--- src/rtl/ask_pkg.sv ---
// ASK link shared constants and helpers.
// Used by both the modulator and the demodulator.
package ask_pkg;

   localparam int ASK_MID        = 32767;
   localparam int ASK_BIT_PERIOD = 9766;
   localparam int ASK_NBITS      = 16;
   localparam int ASK_THRESH     = 4096;
   localparam int ASK_MIN_HITS   = 2441;
   localparam int ASK_QUIET_MIN  = 2000;
   localparam int ASK_HITS_W     = 14;

   // |s - mid| on offset-binary samples, 17-bit signed difference
   function automatic logic [15:0] off_mag(
      input logic [15:0] s,
      input logic [15:0] mid
   );
      logic signed [16:0] d;
      d = $signed({1'b0, s}) - $signed({1'b0, mid});
      return 16'(d[16] ? -d : d);
   endfunction

endpackage

--- src/rtl/ask_env_det.sv ---
// ASK envelope detector: magnitude, threshold, quiet-run tracking.
// rise marks the first active cycle after a long enough quiet run.
module ask_env_det import ask_pkg::*; #(
   parameter int MID       = ASK_MID,
   parameter int THRESH    = ASK_THRESH,
   parameter int QUIET_MIN = ASK_QUIET_MIN
) (
   input  logic        clk_100M,
   input  logic        rst,
   input  logic        frame_sync,
   input  logic [15:0] ask_in,
   output logic        active,
   output logic        rise
);

   localparam int QW = $clog2(QUIET_MIN + 1);
   localparam logic [QW-1:0] QMAX = QW'(QUIET_MIN);

   logic [15:0]   mag_q;
   logic          active_q;
   logic [QW-1:0] quiet_cnt;

   // two-stage magnitude and threshold pipeline
   always_ff @(posedge clk_100M) begin
      if (rst) begin
         mag_q    <= '0;
         active_q <= 1'b0;
      end else begin
         mag_q    <= off_mag(ask_in, 16'(MID));
         active_q <= (mag_q > 16'(THRESH));
      end
   end

   // length of the current inactive run, saturating
   always_ff @(posedge clk_100M) begin
      if (rst || frame_sync) begin
         quiet_cnt <= '0;
      end else if (active_q) begin
         quiet_cnt <= '0;
      end else if (quiet_cnt != QMAX) begin
         quiet_cnt <= quiet_cnt + 1'b1;
      end
   end

   assign active = active_q;
   assign rise   = active_q && (quiet_cnt == QMAX);

endmodule

--- src/rtl/ask_demod.sv ---
// ASK demodulator: bit timer, hit counter, slicer and word assembly.
// Envelope rises late in a window pull the bit timer into alignment.
module ask_demod import ask_pkg::*; #(
   parameter int BIT_PERIOD = ASK_BIT_PERIOD,
   parameter int MID        = ASK_MID,
   parameter int THRESH     = ASK_THRESH,
   parameter int MIN_HITS   = ASK_MIN_HITS,
   parameter int QUIET_MIN  = ASK_QUIET_MIN,
   parameter int NBITS      = ASK_NBITS
) (
   input  logic             clk_100M,
   input  logic             rst,
   input  logic [15:0]      ask_in,
   input  logic             frame_sync,
   output logic             bit_out,
   output logic             bit_valid,
   output logic [NBITS-1:0] code_out,
   output logic             code_valid,
   output logic             carrier_det
);

   localparam int CW = $clog2(BIT_PERIOD);
   localparam int IW = $clog2(NBITS);
   localparam int HW = ASK_HITS_W;

   localparam logic [CW-1:0] CNT_LAST = CW'(BIT_PERIOD - 1);
   localparam logic [CW-1:0] CNT_HALF = CW'(BIT_PERIOD / 2);
   localparam logic [IW-1:0] IDX_LAST = IW'(NBITS - 1);
   localparam logic [HW-1:0] HITS_MAX = '1;
   localparam logic [HW-1:0] MINH     = HW'(MIN_HITS);

   logic             active;
   logic             rise;
   logic [CW-1:0]    bit_cnt;
   logic [IW-1:0]    bit_idx;
   logic [HW-1:0]    hits;
   logic [HW-1:0]    hits_inc;
   logic [NBITS-2:0] shreg;
   logic             natural_b;
   logic             forced_b;
   logic             boundary;
   logic             dec;

   ask_env_det #(
      .MID       (MID),
      .THRESH    (THRESH),
      .QUIET_MIN (QUIET_MIN)
   ) u_env (
      .clk_100M   (clk_100M),
      .rst        (rst),
      .frame_sync (frame_sync),
      .ask_in     (ask_in),
      .active     (active),
      .rise       (rise)
   );

   // window bookkeeping and the slicing decision
   always_comb begin
      hits_inc  = (active && hits != HITS_MAX) ? hits + 1'b1 : hits;
      natural_b = (bit_cnt == CNT_LAST);
      forced_b  = rise && (bit_cnt > CNT_HALF);
      boundary  = natural_b || forced_b;
      dec       = forced_b ? (hits >= MINH) : (hits_inc >= MINH);
   end

   // bit timer and hit counter; a forced boundary opens a window on the rise
   always_ff @(posedge clk_100M) begin
      if (rst || frame_sync) begin
         bit_cnt <= '0;
         hits    <= '0;
      end else if (forced_b) begin
         bit_cnt <= CW'(1);
         hits    <= HW'(1);
      end else if (natural_b) begin
         bit_cnt <= '0;
         hits    <= '0;
      end else begin
         bit_cnt <= bit_cnt + 1'b1;
         hits    <= hits_inc;
      end
   end

   // bit output, shift register and word assembly
   always_ff @(posedge clk_100M) begin
      if (rst) begin
         bit_out     <= 1'b0;
         bit_valid   <= 1'b0;
         code_out    <= '0;
         code_valid  <= 1'b0;
         carrier_det <= 1'b0;
         bit_idx     <= '0;
         shreg       <= '0;
      end else if (frame_sync) begin
         bit_valid  <= 1'b0;
         code_valid <= 1'b0;
         bit_idx    <= '0;
         shreg      <= '0;
      end else if (boundary) begin
         bit_out     <= dec;
         bit_valid   <= 1'b1;
         carrier_det <= dec;
         shreg       <= {shreg[NBITS-3:0], dec};
         if (bit_idx == IDX_LAST) begin
            code_out   <= {shreg, dec};
            code_valid <= 1'b1;
            bit_idx    <= '0;
         end else begin
            code_valid <= 1'b0;
            bit_idx    <= bit_idx + 1'b1;
         end
      end else begin
         bit_valid  <= 1'b0;
         code_valid <= 1'b0;
      end
   end

endmodule

--- config.mk ---
export PLATFORM = sky130hd
export DESIGN_NAME = ask_demod
export DESIGN_NICKNAME = d
export VERILOG_FILES = /design/src/rtl/ask_pkg.sv /design/src/rtl/ask_env_det.sv /design/src/rtl/ask_demod.sv
export SDC_FILE = /design/constraint.sdc
export NUM_CORES = 1
export LEC_CHECK = 0
export CAP_MARGIN = 20
export CELL_PAD_IN_SITES_DETAIL_PLACEMENT = 1
export CELL_PAD_IN_SITES_GLOBAL_PLACEMENT = 1
export CORE_MARGIN = 2
export CORE_UTILIZATION = 27
export CTS_CLUSTER_DIAMETER = 200
export CTS_CLUSTER_SIZE = 8
export DETAILED_ROUTE_END_ITERATION = 10
export PLACE_DENSITY_LB_ADDON = 0.1
export SETUP_SLACK_MARGIN = 0.15
export SYNTH_ARGS = -nofsm -noshare
export SYNTH_HDL_FRONTEND = slang
export SYNTH_SLANG_ARGS = --single-unit
export TNS_END_PERCENT = 30
--- constraint.sdc ---
create_clock -name clk_100M -period 7.25 [get_ports clk_100M]
set_input_delay 0.725 -clock clk_100M [delete_from_list [all_inputs] [get_ports clk_100M]]
set_output_delay 0.725 -clock clk_100M [all_outputs]
set_load 0.05 [all_outputs]
# Word level (Yosys, flattened, before mapping)
# Index checks and enable logic that the tools add are counted.
# totals
ff_bits	94
input_bits	19
# op_classes
addsub	6
magnitude_cmp	4
eq_ne	5
muxes	10
bitwise_logic	2
reduce_logical	11
# ops
op	count
$add 14x1->14 const B	2
$ge 14x12->1 const B	2
$sub 16x15->17 const B	1
$gt 16x13->1 const B	1
$mux 16	1
$neg 16->16	1
$eq 14x14->1 const B	1
$gt 14x13->1 const B	1
$mux 14	1
$ne 14x14->1 const B	1
$add 11x1->11 const B	1
$eq 11x11->1 const B	1
$ne 11x11->1 const B	1
$mux 1	7
$reduce_or 3->1	2
$add 4x1->4 const B	1
$eq 4x4->1 const B	1
$mux 4	1
$reduce_or 2->1	2
$logic_and 1x1->1	3
$reduce_and 3->1	1
$logic_or 1x1->1	2
$not 1->1	2
$reduce_and 2->1	1

# Logic depth before layout (Yosys ltp)
# logic_depth
ltp_word	6
depth_mapped	12

# Modules after synthesis
# A second synthesis with hierarchy kept.
# hier_totals
hier_cells	577
hier_area_um2	4961.0
# modules_own_cells
module	n_inst	cells_each	area_each_um2	seq_area_each_um2
ask_demod	1	340	3074.2	1321.3
ask_env_det	1	237	1886.8	560.5

# Worst setup path before layout
# OpenSTA, ideal clock, no wires.
# synth_path
path_type	input port to flip-flop
start	in ask_in[2]
end	reg u_env.mag_q[8]
setup_time_ps	123
arrival_time_ps	2686
required_time_ps	7127
setup_slack_ps	4441
stages	9
n_path_buf	2
cell_sequence	clkbuf_1 -> and4_1 -> buf_2 -> nand2_1 -> xnor2_1 -> or4_1 -> o211ai_1 -> o211ai_1 -> mux2_1
# synth_between
elab_chain_cells	3
# synth_lines
item	line	text
start, declared	ask_demod.sv:13	input logic [15:0] ask_in,
$sub 16x15->17 *	ask_pkg.sv:19	d = $signed({1'b0, s}) - $signed({1'b0, mid});
$neg 16->16	ask_pkg.sv:20	return 16'(d[16] ? -d : d);
$mux 16 *	ask_pkg.sv:20	
end signal, assigned	ask_env_det.sv:29	mag_q <= off_mag(ask_in, 16'(MID));
end, declared	ask_env_det.sv:19	logic [15:0] mag_q;
# Mark *: on every way between the ends. The rest lies on a longest branch, timed or not.
# A chain may end at the register's enable or synchronous reset.

# Worst setup path in the final report
# layout_path
start	in ask_in[0]
end	reg u_env.mag_q[8]
# The elaborated chain is that of the path after synthesis.

==> reports/metrics.yaml <==
outcome:
  status: "completed"
sta:
  slew_headroom: 0.297
  setup-violations-final: 0
  hold_viol: 0
  period_share: 0.450
  tightest_slew_ps: 1030
  final_max_slew_viol_count: 0
  rsz0062_at_grt: "no"
  fmax_ghz: 0.307
  setup_ws_ps: 3990
  min_period_ps: 3260
  setup_tns_ps: 0
  finalClockSkew_ps: 11.9
  hold_slack_ps: 452
pwr:
  ir_drop_mv: 0.122
  powerDensity_nw_per_um2: 196
  power.leakage_nw: 1.77
floorplanning:
  design.portCount: 39
  die_w_um: 135
  die_area_um2: 18300
  core_region_area_um2: 17100
  num_rows: 48
  die_y_um: 135
  start_util: 0.272
cts:
  cts_resized: 0
  cts_buffers: 9
  cts_tree: "yes"
  clockRootBuffer: "clkbuf_16"
  cts_setup_buffers: 0
  cts_max_level: 3
  worstSkewPairLatency_ps: 350
  clockBufferDepth: 2
  cts.clk_slew.worst_paths_ps: 70
  cts_sinks: 94
  cts_hold_buf: 0
finish:
  design_area_um2: 5490
  drive_gt1_frac: 0.0481
  diodes: 0
  nets: 606
  area_growth_pct: 17.8
logic_synthesis:
  synth_xor_xnor_area_share: 0.105
  synth_fa_ha_area_frac: 0.0268
  yosys.area.top_type: "dfxtp_1"
  synthCells: 558
  synth_cell_types: 59
  synth_top_area_frac: 0.404
  ys_async_sr_fraction: 0
  syn_area_um2: 4660
  synth_common_cells: "dfxtp_1 (94), nor2_1 (91), nand2_1 (52)"
  synth_top_family_by_area: "simple AND/OR/NAND/NOR gates"
  yosys_warnings: 0
  yosysMostFrequentCell: "dfxtp_1"
  syn_nets: 587
  ys_top_cells_by_area: "dfxtp_1 (40%), nor2_1 (7.3%), xor2_1 (5.4%)"
  synth-edff-count: 0
  synth_compound_area_frac: 0.118
  synth_simple_gate_area_frac: 0.269
  synth.avg_cell_area_um2: 8.36
  ys.flop_type: "dfxtp_1"
  yosysSeqAreaShare: 0.404
  muxShareOfSynthArea: 0.0413
  ys_ff_latch: 94
global_route:
  grt_overflow: 0
  grt_max_degree: 40
  antenna_found_initial: 0
  grt_util_all_layers: 0.135
  grt_pass1_vias: 3981
  grt_pass1_wl_um: 19800
placement:
  place_ws_ps: 3570
  io_buffers: 38
  dpl-instance-area_um2: 5200
  hpwlAfterDp_um: 8450
  place_congestion: 0.825
critical_path:
  reg2reg_slack_ps: 4060
  max_stage_delay_ps: 650
  cp_num_buf_inv: 1
  critical_path.top_delay_family: "simple AND/OR/NAND/NOR gates"
  crit_chain: "clkdlybuf4s50_1 > ha_1 > nand3_1 > nor3_1 > a21o_1 > a21oi_1 > o211ai_1 > mux2_1"
  worstSetupPathType: "in2reg"
  arrival_ps: 3490
  endpoint_kind: "flop"
  cp-start-kind: "input port"
  path_max_fanout: 12
  worstPathRequired_ps: 7480
  cp_slowest_cell: "clkdlybuf4s50_1"
route:
  routedWlPerCell_um: 14.3
  drt_iter0_drc: 109
  wl_um: 11500
  first_pass_iters: 4
  drc: 0
  ant_nets: 0
  viasPerCell: 4.82
  routed-via-count: 3886
worst_hold_path:
  hold_class: "reg2reg"
job:
  drv_cap: 0
-- through the flow --
step / total power, mW / std cells / util
floorplan: 0.589 / 558 / -
global placement: 0.617 / 791 / 0.304
detailed placement: 0.618 / 791 / 0.304
CTS: 1.10 / 807 / 0.321
global route: 1.13 / 807 / 0.321
finish: 1.08 / 807 / 0.321
-- path summary, 6_finish.rpt --
path	startpoint	end	depth (start not counted)
max	ask_in[0]	u_env.mag_q[8]	8
min	u_env.mag_q[15]	u_env.active	2
max reg2reg	bit_cnt[6]	code_out[15]	7
min reg2reg	u_env.mag_q[15]	u_env.active	2
-- report_power, final --
part           switching, mW  leakage [nW]  internal, mW
Sequential           0.00664         0.762         0.525
Clock                  0.228         0.144         0.244
Combinational         0.0431         0.868        0.0294
Total                  0.278          1.77         0.799
-- worst min-delay path, stage by stage, from the launching register on --
cell and delay [ps]:
dfxtp_1 310, a2111oi_0 50, nor2_1 70
-- state kept, by name, indices dropped and copies added (netlist names) --
register / flops
u_env.quiet_cnt: 11
bit_idx: 4
carrier_det: 1
hits: 14
code_valid: 1
bit_cnt: 14
u_env.mag_q: 16
bit_valid: 1
u_env.active: 1
code_out: 16
shreg: 15
-- cells in the final DEF (no fill, tap or decap), types with 8 or more instances in the layout --
cell type,instances
dfxtp_1,94
nor2_1,91
nand2_1,52
clkdlybuf4s50_1,38
nand3_1,33
a21oi_1,32
xor2_1,29
xnor2_1,27
mux2i_1,17
o21ai_0,13
nor3_1,13
and3_1,10
ha_1,10
clkbuf_16,9
nand4_1,8
-- area by class of cell --
type	count	area (um^2)
clock buffer	9	225
sequential	94	1880
timing repair buffer	40	395
tap	225	282
clock inverter	7	72.6
inverter	7	26.3
fill	2012	11600
multi-input combinational	425	2610
-- kinds of logic (layout without fill, tap and decap cells) --
family / Yosys count / in the layout
adders and majority gates: 10 / 10
DFF: 94 / 94
buffers and inverters: 39 / 63
muxes: 19 / 19
AOI/OAI and AO/OA: 84 / 84
xor gates and xnor gates: 56 / 56
and+or+nand+nor: 256 / 256
-- metal layers --
metal / GRT usage / up-vias / share of wire
li1: - / 1981 / -
met1: 0.168 / 1859 / 0.48
met2: 0.231 / 38 / 0.48
met3: 0.0314 / 8 / 0.028
met4: 0.0405 / 0 / 0.013
met5: 0 / - / 0
Note: power is estimated with default switching activity, not from simulation.
